===== config.mk =====
export PLATFORM = sky130hd
export DESIGN_NAME = disco_mem_arbiter
export DESIGN_NICKNAME = d
export VERILOG_FILES = /design/src/rtl/disco_mem_arbiter.sv
export SDC_FILE = /design/constraint.sdc
export NUM_CORES = 1
export LEC_CHECK = 0
export ABC_CLOCK_PERIOD_IN_PS = 1650
export CAP_MARGIN = 10
export CORE_UTILIZATION = 38
export CTS_CLUSTER_DIAMETER = 200
export DETAILED_ROUTE_END_ITERATION = 10
export HOLD_SLACK_MARGIN = 0.02
export PLACE_DENSITY = 0.77
export SYNTH_ARGS = -nofsm -noshare
export SYNTH_HDL_FRONTEND = slang
export SYNTH_SLANG_ARGS = --single-unit

===== constraint.sdc =====
create_clock -name clock -period 1.65 [get_ports clock]
set_input_delay 0.33 -clock clock [delete_from_list [all_inputs] [get_ports clock]]
set_output_delay 0.33 -clock clock [all_outputs]
set_load 0.03 [all_outputs]

===== src/rtl/disco_mem_arbiter.sv =====
// Arbiter sharing the DISCO program/data memory between instruction fetch (IF)
// and load/store (LS); one transaction in flight, LS priority with an IF fairness guard.
module disco_mem_arbiter #(
    parameter int AW           = 16,
    parameter int DW           = 16,
    parameter int LS_BURST_MAX = 4,
    parameter int TIMEOUT      = 15
) (
    input  logic          clock,
    input  logic          reset,
    input  logic          if_req,
    input  logic [AW-1:0] if_addr,
    output logic          if_gnt,
    output logic          if_rvalid,
    output logic [DW-1:0] if_rdata,
    output logic          if_err,
    input  logic          ls_req,
    input  logic          ls_we,
    input  logic [AW-1:0] ls_addr,
    input  logic [DW-1:0] ls_wdata,
    output logic          ls_gnt,
    output logic          ls_rvalid,
    output logic [DW-1:0] ls_rdata,
    output logic          ls_err,
    output logic          mem_req,
    output logic          mem_we,
    output logic [AW-1:0] mem_addr,
    output logic [DW-1:0] mem_wdata,
    input  logic          mem_ack,
    input  logic [DW-1:0] mem_rdata,
    output logic          busy
);

    localparam int BCW = $clog2(LS_BURST_MAX + 1);
    localparam int WCW = $clog2(TIMEOUT + 1);

    typedef enum logic [1:0] {IDLE, BUSY, RESP} state_t;

    typedef struct packed {
        logic          ls;
        logic          we;
        logic [AW-1:0] addr;
        logic [DW-1:0] wdata;
    } txn_t;

    state_t         state_q, state_d;
    txn_t           txn_q, txn_d;
    logic [DW-1:0]  rdata_q, rdata_d;
    logic           err_q, err_d;
    logic [WCW-1:0] wcnt_q, wcnt_d;
    logic [BCW-1:0] burst_q, burst_d;

    logic           pick_ls, pick_if;
    logic [AW-1:0]  req_addr;

    // LS wins a tie unless IF has already been passed over LS_BURST_MAX times
    assign pick_ls  = ls_req && (!if_req || burst_q != BCW'(LS_BURST_MAX));
    assign pick_if  = if_req && !pick_ls;
    assign req_addr = pick_ls ? ls_addr : if_addr;

    always_ff @(posedge clock or negedge reset) begin
        if (!reset) begin
            state_q <= IDLE;
            txn_q   <= '0;
            rdata_q <= '0;
            err_q   <= 1'b0;
            wcnt_q  <= '0;
            burst_q <= '0;
        end else begin
            state_q <= state_d;
            txn_q   <= txn_d;
            rdata_q <= rdata_d;
            err_q   <= err_d;
            wcnt_q  <= wcnt_d;
            burst_q <= burst_d;
        end
    end

    always_comb begin
        state_d = state_q;
        txn_d   = txn_q;
        rdata_d = rdata_q;
        err_d   = err_q;
        wcnt_d  = wcnt_q;
        burst_d = burst_q;
        if_gnt  = 1'b0;
        ls_gnt  = 1'b0;
        case (state_q)
            IDLE: begin
                if (pick_ls || pick_if) begin
                    ls_gnt      = pick_ls;
                    if_gnt      = pick_if;
                    txn_d.ls    = pick_ls;
                    txn_d.we    = pick_ls && ls_we;
                    txn_d.addr  = {req_addr[AW-1:1], 1'b0};
                    txn_d.wdata = pick_ls ? ls_wdata : '0;
                    wcnt_d      = '0;
                    rdata_d     = '0;
                    if (pick_ls && if_req) begin
                        if (burst_q != BCW'(LS_BURST_MAX))
                            burst_d = burst_q + BCW'(1);
                    end else begin
                        burst_d = '0;
                    end
                    // Misaligned accesses skip the memory and complete with an error
                    if (req_addr[0]) begin
                        err_d   = 1'b1;
                        state_d = RESP;
                    end else begin
                        err_d   = 1'b0;
                        state_d = BUSY;
                    end
                end
            end
            BUSY: begin
                if (mem_ack) begin
                    rdata_d = txn_q.we ? '0 : mem_rdata;
                    err_d   = 1'b0;
                    state_d = RESP;
                end else if (wcnt_q == WCW'(TIMEOUT - 1)) begin
                    rdata_d = '0;
                    err_d   = 1'b1;
                    state_d = RESP;
                end else begin
                    wcnt_d = wcnt_q + WCW'(1);
                end
            end
            RESP:    state_d = IDLE;
            default: state_d = IDLE;
        endcase
    end

    assign busy      = (state_q != IDLE);
    assign mem_req   = (state_q == BUSY);
    assign mem_we    = mem_req && txn_q.we;
    assign mem_addr  = txn_q.addr;
    assign mem_wdata = txn_q.wdata;

    assign if_rvalid = (state_q == RESP) && !txn_q.ls;
    assign ls_rvalid = (state_q == RESP) && txn_q.ls;
    assign if_rdata  = if_rvalid ? rdata_q : '0;
    assign ls_rdata  = ls_rvalid ? rdata_q : '0;
    assign if_err    = if_rvalid && err_q;
    assign ls_err    = ls_rvalid && err_q;

endmodule


==> results of run 1 <==
[layout make-up]
cell class | count | area, µm²
sequential | 59 | 1480
timing repair buffer | 192 | 1920
inverter | 7 | 31.3
fill | 650 | 2910
clock buffer | 12 | 155
clock inverter | 4 | 72.6
tap | 105 | 131
multi-input combinational | 195 | 1480
[sequential cells by signal, indices dropped and copies added, names as in the netlist]
| register | count |
|---|---|
| burst_q | 3 |
| mem_addr | 15 |
| err_q | 1 |
| state_q | 2 |
| rdata_q | 16 |
| txn_q | 2 |
| wcnt_q | 4 |
| mem_wdata | 16 |
[kinds of logic (layout without fill, tap and decap cells)]
| family | after synthesis | after routing | share of synthesized area |
|---|---|---|---|
| mux | 4 | 4 | 0.0126 |
| fa+ha+maj | 4 | 4 | 0.0157 |
| buf+inv | 64 | 215 | 0.119 |
| other cells | 1 | 1 | 0.00118 |
| simple gates | 106 | 106 | 0.198 |
| compound gates | 80 | 80 | 0.189 |
| flops | 59 | 59 | 0.464 |
[placed cells by master (no fill, tap or decap), types with 2 or more instances in the layout]
cell type | netlist | routed
ha_1 | 4 | 3
buf_4 | 33 | 35
inv_2 | 1 | 2
buf_8 | 0 | 2
nand2b_1 | 3 | 2
nand2_1 | 3 | 3
and2_1 | 37 | 3
clkbuf_8 | 0 | 11
nor2_4 | 1 | 3
o21ai_0 | 18 | 17
bufinv_16 | 0 | 2
and2_4 | 0 | 34
a32o_1 | 2 | 2
nand3_2 | 0 | 2
clkdlybuf4s50_1 | 0 | 67
buf_6 | 1 | 48
nand3_1 | 31 | 29
o211ai_1 | 15 | 15
inv_1 | 6 | 3
inv_4 | 0 | 2
dlygate4sd2_1 | 0 | 32
dfrtp_2 | 0 | 2
nand4_1 | 15 | 15
mux2i_1 | 4 | 4
buf_12 | 0 | 6
dfrtp_1 | 59 | 57
a22o_1 | 22 | 22
a21oi_1 | 3 | 3
o2bb2ai_1 | 13 | 13
nor2_1 | 5 | 3
[through the flow]
stage               hold slack [ns]  setup TNS (ns)  setup WS (ns)
floorplan                    0.0344               0       0.000957
global placement              0.359          -13.24         -0.326
detailed placement            0.360          -15.29         -0.446
CTS                           0.488           -7.17         -0.219
global route                  0.514           -8.49         -0.260
finish                        0.486           -6.99         -0.237
[worst max path at each step]
stage	cells past startpoint	from	end
after global placement	4	mem_ack	rdata_q[1]
after CTS	5	state_q[0]	if_err
after detailed placement	4	mem_ack	rdata_q[15]
after global routing	5	txn_q[33]	if_rdata[11]
final	5	txn_q[33]	if_rdata[0]
after floorplan	4	state_q[0]	if_rdata[10]
[cell usage after synthesis]
master and count:
buf_1 2, or2_2 1, nor2_4 1, clkbuf_1 15, nor3_2 1, nor3_1 1, nand3_1 31, nor3b_2 2
nor2_1 5, and3_1 2, o2bb2ai_1 13, mux2i_1 4, ha_1 4, buf_2 6, a32o_1 2, dfrtp_1 59
o31ai_1 1, inv_2 1, and3b_1 1, buf_4 33, a31oi_1 1, a211o_1 1, nand2b_1 3, a2111o_1 1
or4_1 1, a21oi_1 3, nand4_1 15, o211ai_1 15, o221ai_1 1, and2_1 37, a31o_2 1, and4_1 1
buf_6 1, nand2_1 3, a22o_1 22, inv_1 6, conb_1 1, nand3b_1 1, o21ai_0 18, a21o_1 1
[routing by layer]
layer,global-route usage,up-vias
met3,0.0333,19
met4,0.104,0
met5,0,-
met1,0.289,1523
li1,-,1417
met2,0.362,86
[report_power, final]
part           switching [W]  internal, W  leakage [nW]
sequential          0.000404      0.00204         0.763
clock               0.000581     0.000931         0.113
combinational        0.00266      0.00222          1.57
total                0.00364      0.00518          2.44
[what timing repair did]
action	in CTS	in global routing
endpoints found under the setup margin	99	68
cloned	3	0
setup buffers	10	11
hold buffers	1	0
resized for setup	124	17
endpoints found under the hold margin	59	0
pin swaps	17	6
==> impl_metrics.py, run 1 <==
metrics = {
    "critical_path": {
        "critical_path.most_common_cell": "buf_6",
        "critPathSlowestCell": "dfrtp_1",
        "reg2reg_to": "err_q",
        "critical_path_class": "register to output pin",
        "crit_chain": "nor3b_4 > buf_6 > buf_6 > and2_4 > buf_6",
        "critical_path.endpoint_type": "output pin",
        "critical_path_buf_inv_count": 3,
        "critPathLaunchType": "register",
        "r2r_start": "state_q[1]",
        "crit_fanout": 5,
        "critPathRequiredTime_ns": 1.32,
        "crit_arrival_ns": 1.56,
        "reg2reg_depth": 6,
        "path_delay_family": "flip-flops",
        "critical_path.max_stage_delay_ns": 0.42,
        "rrSetupSlack_ns": -0.08,
    },
    "placed_design": {
        "dpl.cell_count": 535,
        "numPortBuffers": 141,
        "routabilityCongestion": 0.808,
        "dp_hpwl_mm": 6.41,
        "placed_cell_area_mm2": 0.00459,
    },
    "detailed_routing": {
        "dr_wl_met2_mm": 5.02,
        "vias_per_cell": 5.30,
        "wl_met1_mm": 4.06,
        "wl_mm": 9.71,
        "route.met3.wl_um": 417,
        "ant_nets": 0,
        "dr.pass1.iters": 7,
        "drc": 2,
        "wl_per_cell_um": 16.9,
        "vias": 3045,
        "drtIter0Drc": 186,
        "top_layer_used": "met4",
    },
    "cells_and_area": {
        "utilization": 0.645,
        "stdcell_count": 574,
        "stdcell_area_mm2": 0.00527,
        "diodes": 0,
        "synthToLayoutAreaGrowth_pct": 65.5,
        "layout-drive-gt1-share": 0.345,
        "final_nets": 538,
    },
    "yosys": {
        "synth_area_per_cell_um2": 10.0,
        "synthCells": 318,
        "syn_area_mm2": 0.00318,
        "synth_top_area_frac": 0.464,
        "syn_nets": 392,
        "synth-seq-cells": 59,
        "ys.warnings.count": 0,
        "ys_seq_area_frac": 0.464,
        "synthDistinctLibCells": 40,
        "synthTopCellsByArea": "dfrtp_1 46%, buf_4 7.8%, and2_1 7.3%, a22o_1 6.1%, nand3_1 4.9%",
        "synth_top_area_cell": "dfrtp_1",
    },
    "grt": {
        "grt_pass1_wl_mm": 14.9,
        "grtUsageTotal": 0.222,
        "antenna_found_initial": 0,
        "grt_max_degree": 60,
        "grt_overflow": 0,
        "grt_pass1_vias": 2977,
    },
    "timing": {
        "fin_skew_ns": 0.00808,
        "hold_viol_final": 0,
        "fmax_mhz": 530,
        "rsz0062_at_grt": "true",
        "fin_crit_ns": 1.89,
        "maxSlewViolCount": 0,
        "finalSetupViolCount": 42,
        "post-route-period-util": 1.14,
        "timing.final.ws_setup_ns": -0.237,
    },
    "status": {
        "status": "finished with violations",
        "violations": "design-rule violations, negative setup slack",
    },
    "pwr": {
        "p_leak_nw": 2.44,
        "power_density_mw_per_mm2": 1670,
        "p_total_w": 0.00883,
        "ir_drop_v": 0.000895,
    },
    "floorplanning": {
        "start_util": 0.390,
        "die_w_um": 93.5,
        "io_pins": 143,
        "dieArea_mm2": 0.00875,
        "rows": 33,
        "die_h_um": 93.5,
        "coreArea_mm2": 0.00818,
    },
    "clock_tree": {
        "clk_pin_slew_ns": 0.07,
        "clockBufferDepth": 2,
        "htreeDepth": 3,
        "clk_latency_ns": 0.35,
        "cts_buffers": 9,
        "clockRootBuffer": "clkbuf_8",
        "clkSinkCount": 59,
        "cts_tree": "done",
    },
    "min_path": {
        "min_to": "mem_wdata[1]",
        "hold_depth": 1,
        "holdCritPathClass": "register to register",
        "min_from": "mem_wdata[1]",
    },
    "flow_run": {
        "maxCapViolCount": 0,
    },
}
Note: power is estimated with default switching activity, not from simulation.
==> run 2: changes to the inputs <==
- CTS_CLUSTER_DIAMETER: 200 -> 80
==> results of run 2 <==
The final DEF is identical to that of run 1; final timing and power are the same.
==> run 3: changes to the inputs <==
- CTS_CLUSTER_SIZE: default -> 40
==> results of run 3 <==
The final DEF is identical to that of run 1; final timing and power are the same.
